[src/rtl/decode_stage.sv]
`default_nettype none
// ============================================================================
//  Module      : decode_stage
//  Description : Registered instruction decode stage for the 16-bit
//                accumulator CPU. Turns the SS|OOOO|operand word into
//                control enables behind a valid/ready handshake with
//                one-cycle latency, and folds PFX operand-extension
//                prefixes into the following instruction.
//  Revision    : 1.0 - initial release
// ============================================================================
module decode_stage #(
    parameter int INST_W = 16,
    parameter int PFX_W  = 6
) (
    input  logic                        clk,
    input  logic                        rst,
    input  logic                        flush,
    input  logic                        in_valid,
    output logic                        in_ready,
    input  logic [INST_W-1:0]           inst,
    output logic                        out_valid,
    input  logic                        out_ready,
    output logic [2:0]                  op,
    output logic [INST_W-6+PFX_W-1:0]   operand,
    output logic                        has_pfx,
    output logic [1:0]                  data_src,
    output logic                        ce_reg,
    output logic                        ce_mem,
    output logic                        ce_a,
    output logic                        ce_cy,
    output logic                        ce_bank,
    output logic                        is_jump,
    output logic                        call,
    output logic                        ret,
    output logic [1:0]                  jump_cond
);

    localparam int OPND_W = INST_W - 6;
    localparam int OUT_W  = OPND_W + PFX_W;

    // data_src_t encodings
    localparam logic [1:0] c_SRC_MEM_ADDR = 2'b00;
    localparam logic [1:0] c_SRC_IMM      = 2'b01;
    localparam logic [1:0] c_SRC_INDIRECT = 2'b10;
    localparam logic [1:0] c_SRC_REG      = 2'b11;

    // Opcodes with dedicated decode behaviour
    localparam logic [3:0] c_OPC_NOP  = 4'b0000;
    localparam logic [3:0] c_OPC_ST   = 4'b1100;
    localparam logic [3:0] c_OPC_BANK = 4'b1101;
    localparam logic [3:0] c_OPC_CALL = 4'b1110;
    localparam logic [3:0] c_OPC_RET  = 4'b1111;

    localparam logic [1:0] c_JMP_ALWAYS = 2'b00;

    // Instruction fields
    logic [1:0]        w_src;
    logic [3:0]        w_opc;
    logic [OPND_W-1:0] w_base;
    logic [PFX_W-1:0]  w_payload;

    assign w_src     = inst[INST_W-1:INST_W-2];
    assign w_opc     = inst[INST_W-3:INST_W-6];
    assign w_base    = inst[OPND_W-1:0];
    assign w_payload = inst[PFX_W-1:0];

    // Handshake
    logic r_out_valid;
    logic w_accept;
    logic w_is_pfx;

    assign in_ready = ~r_out_valid | out_ready;
    assign w_accept = in_valid & in_ready;
    assign w_is_pfx = (w_opc == c_OPC_NOP) && (w_src == c_SRC_IMM);

    // Pending prefix
    logic             r_pfx_pend;
    logic [PFX_W-1:0] r_pfx_reg;

    // Decoded controls for the word currently on inst
    logic [2:0]       w_op;
    logic [OUT_W-1:0] w_operand;
    logic             w_has_pfx;
    logic             w_ce_reg;
    logic             w_ce_mem;
    logic             w_ce_a;
    logic             w_ce_cy;
    logic             w_ce_bank;
    logic             w_is_jump;
    logic             w_call;
    logic             w_ret;
    logic [1:0]       w_jump_cond;

    // Combinational decode of the incoming word, including prefix merge
    always_comb begin
        w_op        = w_opc[2:0];
        w_has_pfx   = r_pfx_pend;
        w_operand   = {(r_pfx_pend ? r_pfx_reg : {PFX_W{1'b0}}), w_base};
        w_ce_reg    = (w_opc == c_OPC_ST) && (w_src == c_SRC_REG);
        w_ce_mem    = (w_opc == c_OPC_ST) &&
                      ((w_src == c_SRC_MEM_ADDR) || (w_src == c_SRC_INDIRECT));
        w_ce_a      = ~w_opc[3] && (w_opc != c_OPC_NOP);
        w_ce_cy     = (w_opc[3:1] == 3'b001) || (w_opc[3:2] == 2'b01);
        w_ce_bank   = (w_opc == c_OPC_BANK);
        w_is_jump   = (w_opc[3:2] == 2'b10) || (w_opc[3:1] == 3'b111);
        w_jump_cond = (w_opc[3:1] == 3'b111) ? c_JMP_ALWAYS : w_opc[1:0];
        w_call      = (w_opc == c_OPC_CALL);
        w_ret       = (w_opc == c_OPC_RET);
    end

    // Output beat registers
    logic [2:0]       r_op;
    logic [OUT_W-1:0] r_operand;
    logic             r_has_pfx;
    logic [1:0]       r_data_src;
    logic             r_ce_reg;
    logic             r_ce_mem;
    logic             r_ce_a;
    logic             r_ce_cy;
    logic             r_ce_bank;
    logic             r_is_jump;
    logic             r_call;
    logic             r_ret;
    logic [1:0]       r_jump_cond;

    // Handshake state and prefix tracking; flush drops beat and prefix
    // but leaves the data registers holding their last values.
    always_ff @(posedge clk) begin
        if (rst) begin
            r_out_valid <= 1'b0;
            r_pfx_pend  <= 1'b0;
            r_pfx_reg   <= '0;
        end else if (flush) begin
            r_out_valid <= 1'b0;
            r_pfx_pend  <= 1'b0;
            r_pfx_reg   <= '0;
        end else if (w_accept && w_is_pfx) begin
            // A prefix never produces a beat; any held beat drains now.
            r_out_valid <= r_out_valid & ~out_ready;
            r_pfx_pend  <= 1'b1;
            r_pfx_reg   <= w_payload;
        end else if (w_accept) begin
            r_out_valid <= 1'b1;
            r_pfx_pend  <= 1'b0;
        end else if (out_ready) begin
            r_out_valid <= 1'b0;
        end
    end

    // Decoded data registers load only on a non-prefix accept
    always_ff @(posedge clk) begin
        if (rst) begin
            r_op        <= '0;
            r_operand   <= '0;
            r_has_pfx   <= 1'b0;
            r_data_src  <= c_SRC_MEM_ADDR;
            r_ce_reg    <= 1'b0;
            r_ce_mem    <= 1'b0;
            r_ce_a      <= 1'b0;
            r_ce_cy     <= 1'b0;
            r_ce_bank   <= 1'b0;
            r_is_jump   <= 1'b0;
            r_call      <= 1'b0;
            r_ret       <= 1'b0;
            r_jump_cond <= c_JMP_ALWAYS;
        end else if (!flush && w_accept && !w_is_pfx) begin
            r_op        <= w_op;
            r_operand   <= w_operand;
            r_has_pfx   <= w_has_pfx;
            r_data_src  <= w_src;
            r_ce_reg    <= w_ce_reg;
            r_ce_mem    <= w_ce_mem;
            r_ce_a      <= w_ce_a;
            r_ce_cy     <= w_ce_cy;
            r_ce_bank   <= w_ce_bank;
            r_is_jump   <= w_is_jump;
            r_call      <= w_call;
            r_ret       <= w_ret;
            r_jump_cond <= w_jump_cond;
        end
    end

    assign out_valid = r_out_valid;
    assign op        = r_op;
    assign operand   = r_operand;
    assign has_pfx   = r_has_pfx;
    assign data_src  = r_data_src;
    assign ce_reg    = r_ce_reg;
    assign ce_mem    = r_ce_mem;
    assign ce_a      = r_ce_a;
    assign ce_cy     = r_ce_cy;
    assign ce_bank   = r_ce_bank;
    assign is_jump   = r_is_jump;
    assign call      = r_call;
    assign ret       = r_ret;
    assign jump_cond = r_jump_cond;

endmodule
`default_nettype wire

[config.mk]
export PLATFORM = sky130hd
export DESIGN_NAME = decode_stage
export DESIGN_NICKNAME = d
export VERILOG_FILES = /design/src/rtl/decode_stage.sv
export SDC_FILE = /design/constraint.sdc
export NUM_CORES = 1
export LEC_CHECK = 0
export ABC_AREA = 0
export CAP_MARGIN = 20
export CORE_MARGIN = 2
export CORE_UTILIZATION = 39
export DETAILED_ROUTE_END_ITERATION = 10
export PLACE_DENSITY = 0.84
export REMOVE_ABC_BUFFERS = 1
export SKIP_CTS_REPAIR_TIMING = 1
export SLEW_MARGIN = 20
export SYNTH_ARGS = -nofsm -noshare
export SYNTH_HDL_FRONTEND = slang
export SYNTH_SLANG_ARGS = --single-unit
[constraint.sdc]
create_clock -name clk -period 1.5 [get_ports clk]
set_input_delay 0.225 -clock clk [delete_from_list [all_inputs] [get_ports clk]]
set_output_delay 0.225 -clock clk [all_outputs]
set_load 0.05 [all_outputs]
==> impl_metrics.toml, run 1 <==
[job]
drv_cap = 0

[finish]
area_delta_synth_final_pct = 56.55
antenna_cells = 0
n_fill_cell = 328
drive_above_1_share_pct = 31.10
largest_reg_flops = 16
stdcell_count = 302
nNetsFinal = 274

[critical_path]
arrival_ps = 1730
endpoint_kind = "flop"
startpoint_type = "flop"
crit_required_ps = 1730
timing.rr.end = "ce_bank$_SDFFE_PP0P_"
r2r_start = "out_valid$_SDFFE_PP0P_"
cp_max_fo = 3
r2r_slack_ps = -7
crit_type = "reg2reg"
worstRegToRegCells = 4

[logic_synthesis]
synth.most_common_cell = "nand2_1"
synth_area_um2 = 1509
yosysSeqAreaShare_pct = 53.07
synth_edf_count = 0
synth_largest_area_cell = "dfxtp_1"
synth_top_area_share_pct = 53.07
synth_xor_area_share_pct = 0
async_reset_ff_share_pct = 0
synth_area_leaders = "dfxtp_1 (53%), nand2_1 (11%), a21oi_1 (10%)"
syn_avg_cell_area_um2 = 8.291
synthAdderAreaFrac_pct = 0
synthMuxAreaShare_pct = 3.980
synthCells = 182
synth_ff_type = "dfxtp_1"
synth_top_family_by_area = "simple AND/OR/NAND/NOR gates"
synth_compound_gate_area_share_pct = 13.27
ys_warn_count = 0
yosys.area_share.simple_pct = 25.29
synth.distinct_cells = 23
ys_ff_latch = 40
synth_common_cells = "nand2_1 (46), dfxtp_1 (40), a21oi_1 (31)"

[grt]
grt_pass1_vias = 1427
antenna_found_initial = 0
grt_pass1_wl_um = 6451
grt_max_degree = 33
track_usage_pct = 19.48
grt_overflow = 0

[sta]
rsz0062_at_grt = "yes"
worst_slack_ps = -6.741
period_minus_slack_ps = 1507
slew_viol_final = 0
fin_worst_skew_ps = 3.786
tightestPinTransition_ps = 476.6
hold_slack_ps = 358.7
final.period_utilization_pct = 100.4
slew_headroom_pct = 67.94
fmax_mhz = 663.7
hold_viol = 0
setup_viol = 1

[placed_design]
globalplace.congestion = 0.7828
dp_hpwl_um = 2682
port-buffer-count = 54
dp_cells = 291

[floorplanning]
start_util_pct = 40.91
coreArea_um2 = 3689
dieArea_um2 = 4382
io_pins = 55
die_y_um = 66.20
die_x_um = 66.20
rows = 22

[route]
drc = 0
drtIter0Drc = 68
vias = 1522
routedWlPerCell_um = 13.76
dr.pass1.iters = 4
routed_wl_um = 4157
drt.antenna.violating_nets = 0
via_per_inst = 5.040

[status]
violations = "setup timing"
status = "finished with violations"

[worst_hold_path]
min_to = "r_pfx_reg[5]$_SDFFE_PP0P_"
hold_class = "in2reg"
min_from = "flush"
hold_path_depth = 3

[clock_tree]
clk_pin_slew_ps = 70
cts_tree = "done"
numCtsBuffers = 5
numClockSinks = 40
clk-insertion-delay-late_ps = 290
clockBufferDepth = 2
h-tree-depth = 2
root_buffer = "clkbuf_8"

[pwr]
power_density_nw_per_um2 = 989.9
ir_drop_uv = 730.5
power_leakage_nw = 1.066
-- area by class of cell --
| class | instances | area, um2 | area share (%) |
|---|---|---|---|
| flip-flops and latches | 40 | 802.0 | 33.95 |
| multi-input cells | 126 | 700.7 | 29.66 |
| repair buffers | 78 | 684.4 | 28.97 |
| clock buffers | 6 | 72.57 | 3.072 |
| well taps | 48 | 60.06 | 2.542 |
| clock inverters | 2 | 35.03 | 1.483 |
| inverters | 2 | 7.507 | 0.3178 |
-- power breakdown --
group          internal (W)  switching, W
combinational      0.000154      0.000227
clock              0.000493      0.000360
sequential          0.00109     0.0000149
-- layout by cell type, fill, tap and decap left out, types with 3 or more instances in the layout --
cell,instances
clkdlybuf4s50_1,11
nand3_1,10
nor2_1,14
nor4_1,3
a21oi_2,4
a21oi_1,27
nand2_1,46
buf_6,5
dlymetal6s2s_1,9
clkbuf_8,5
mux2i_1,6
buf_4,52
dfxtp_1,39
-- stage by stage --
step	utilization (%)	area, um2	setup WS [ps]	power (W)	TNS, ps
after detailed placement	57.56	2123	-351.8	0.001480	-12300
after CTS	60.48	2231	-110.6	0.002328	-689.3
after floorplan	-	1450	-610.7	0.001293	-18240
after global routing	64.04	2362	-54.10	0.002438	-84.53
after global placement	57.56	2123	-288.6	0.001473	-10380
final	64.04	2362	-6.741	0.002338	-6.741
-- critical path: stages, from the launching register on --
cell and delay (ps):
dfxtp_2 330, nor2b_4 130, a211o_1 320, or4_4 540, a21oi_2 120
-- per-layer routing --
metal  GRT usage (%)  share of wire, %  vias up
met5               0                 0        -
li1                -                 -      748
met1           23.13                41      718
met3           5.792               5.7        9
met4           7.653               2.0        0
met2           32.75                51       47
-- logic make-up after synthesis --
| kind of cell | Yosys count |
|---|---|
| AOI/OAI and AO/OA | 36 |
| buffers and inverters | 16 |
| muxes | 6 |
| DFF | 40 |
| and+or+nand+nor | 84 |
-- worst max path at each step --
stage                                start                         to  slack, ps
floorplan           out_valid$_SDFFE_PP0P_  r_pfx_reg[0]$_SDFFE_PP0P_       -610
global placement                  inst[14]          call$_SDFFE_PP0P_       -290
detailed placement                inst[10]    operand[0]$_SDFFE_PP0P_       -350
CTS                 out_valid$_SDFFE_PP0P_                   in_ready       -110
global route        out_valid$_SDFFE_PP0P_       ce_bank$_SDFFE_PP0P_        -50
finish              out_valid$_SDFFE_PP0P_       ce_bank$_SDFFE_PP0P_         -7
Note: power is estimated with default switching activity, not from simulation.
==> run 2, diff against run 1 <==
--- a/config.mk
+++ b/config.mk
@@ -6,11 +6,10 @@
 export NUM_CORES = 1
 export LEC_CHECK = 0
 export ABC_AREA = 0
-export CAP_MARGIN = 20
 export CORE_MARGIN = 2
-export CORE_UTILIZATION = 39
+export CORE_UTILIZATION = 33
 export DETAILED_ROUTE_END_ITERATION = 10
-export PLACE_DENSITY = 0.84
+export PLACE_DENSITY = 0.75
 export REMOVE_ABC_BUFFERS = 1
 export SKIP_CTS_REPAIR_TIMING = 1
 export SLEW_MARGIN = 20
==> run 2 against run 1 <==
Against the previous run:
- the flow now finishes without violations
- final cell count grew 2.6%
- via count fell by 1.8%
- sequential power is essentially flat
- critical path depth rose by 2
- worst setup slack better by 17 ps
- sequential share of layout area shrank 0.48 points
- die area rose by 17%
==> impl_metrics.toml, run 2 (synthesis results as in run 1) <==
[sta]
tightestPinTransition_ps = 290.8
fin_worst_skew_ps = 6.593
period_minus_slack_ps = 1490
slew_headroom_pct = 80.43
worst_slack_ps = 9.944
setup_viol = 0
fmax_mhz = 671.1
hold_viol = 0
final.period_utilization_pct = 99.34
slew_viol_final = 0

[clock_tree]
cts_tree = "done"
h-tree-depth = 2
clk-insertion-delay-late_ps = 290
numCtsBuffers = 5
clk_pin_slew_ps = 70
root_buffer = "clkbuf_8"
numClockSinks = 40
clockBufferDepth = 2

[status]
status = "finished clean"

[finish]
n_fill_cell = 449
antenna_cells = 0
utilization_pct = 54.65
nNetsFinal = 278
final_cell_mix = "buf_4 (55), nand2_1 (46), dfxtp_1 (39), a21oi_1 (30), nor2_1 (14)"
final_common_cell = "buf_4"
drive_above_1_share_pct = 30.62
area_delta_synth_final_pct = 58.79
largest_reg_flops = 16

[grt]
grt_pass1_vias = 1399
track_usage_pct = 15.53
antenna_found_initial = 0
grt_pass1_wl_um = 6230
grt_overflow = 0
grt_max_degree = 27

[floorplanning]
rows = 24
io_pins = 55
die_x_um = 71.62
start_util_pct = 34.42
dieArea_um2 = 5129
coreArea_um2 = 4384
die_y_um = 71.62

[pwr]
ir_drop_uv = 578.8
power_density_nw_per_um2 = 983.8
power_leakage_nw = 1.077

[route]
vias = 1495
routedWlPerCell_um = 13.00
routed_wl_um = 4031
drtIter0Drc = 61
dr.pass1.iters = 4
drt.antenna.violating_nets = 0
drc = 0
via_per_inst = 4.823

[critical_path]
arrival_ps = 1720
startpoint_type = "input port"
cp_max_fo = 4
crit_type = "in2reg"
crit_required_ps = 1730
endpoint_kind = "flop"

[job]
drv_cap = 0

[worst_hold_path]
hold_class = "in2reg"

[placed_design]
dp_hpwl_um = 2777
globalplace.congestion = 0.8182
port-buffer-count = 54
pre_cts_ws_ps = -328.2
-- run 2: cell types whose count changed in the layout (fill, tap and decap cells not counted), moves of 2 or more --
cell / previous run / this run
a21oi_2: 4 / 1
a21oi_1: 27 / 30
buf_4: 52 / 55
or3_4: 2 / 0
or3_1: 0 / 2
-- run 2: worst paths after layout --
kind / startpoint / cells past startpoint / end / slack [ps]
setup / recovery: flush / 6 / call$_SDFFE_PP0P_ / 10
hold / removal: inst[15] / 4 / data_src[1]$_SDFFE_PP0P_ / 340
setup reg to reg: out_valid$_SDFFE_PP0P_ / 5 / call$_SDFFE_PP0P_ / 20
hold reg to reg: jump_cond[0]$_SDFFE_PP0P_ / 2 / jump_cond[0]$_SDFFE_PP0P_ / 450
-- run 2: per-layer routing --
metal | wire length (um) | share of wire, % | vias to the layer above | track usage [%]
met5 | 0 | 0 | - | 0
met3 | 251 | 6.2 | 7 | 5.767
met4 | 46 | 1.1 | 0 | 5.870
met1 | 1755 | 44 | 693 | 18.59
met2 | 1977 | 49 | 38 | 25.41
li1 | - | - | 757 | -
-- run 2: report_power, final --
| part | switching (W) | total, W | internal, W |
|---|---|---|---|
| clock | 0.000375 | 0.000867 | 0.000492 |
| combinational | 0.000223 | 0.000387 | 0.000164 |
| sequential | 0.0000144 | 0.00110 | 0.00109 |
-- run 2: stage by stage --
stage | power, W | instance area (um2) | hold slack [ps] | setup TNS, ps | instances
finish | 0.002357 | 2396 | 339.8 | 0 | 310
global route | 0.002451 | 2396 | 379.1 | -21.76 | 310
CTS | 0.002359 | 2260 | 458.3 | -314.7 | 304
detailed placement | 0.001486 | 2148 | 447.7 | -11810 | 296
global placement | 0.001482 | 2148 | 440.5 | -10310 | 296
floorplan | 0.001293 | 1450 | 294.1 | -18240 | 168
-- run 2: layout make-up --
cell class / count / area, um2 / share of cell area, %
Sequential cell: 40 / 802.0 / 33.47
Timing Repair Buffer: 82 / 738.2 / 30.81
Multi-Input combinational cell: 126 / 671.9 / 28.04
Clock buffer: 5 / 68.82 / 2.872
Inverter: 2 / 7.507 / 0.3133
Tap cell: 52 / 65.06 / 2.715
Clock inverter: 3 / 42.54 / 1.775
-- run 2: critical path, cell delays in order --
cell and delay, ps:
clkdlybuf4s50_1 420, nand2b_4 160, a211o_1 290, buf_4 160, or3_1 340, a21oi_1 130
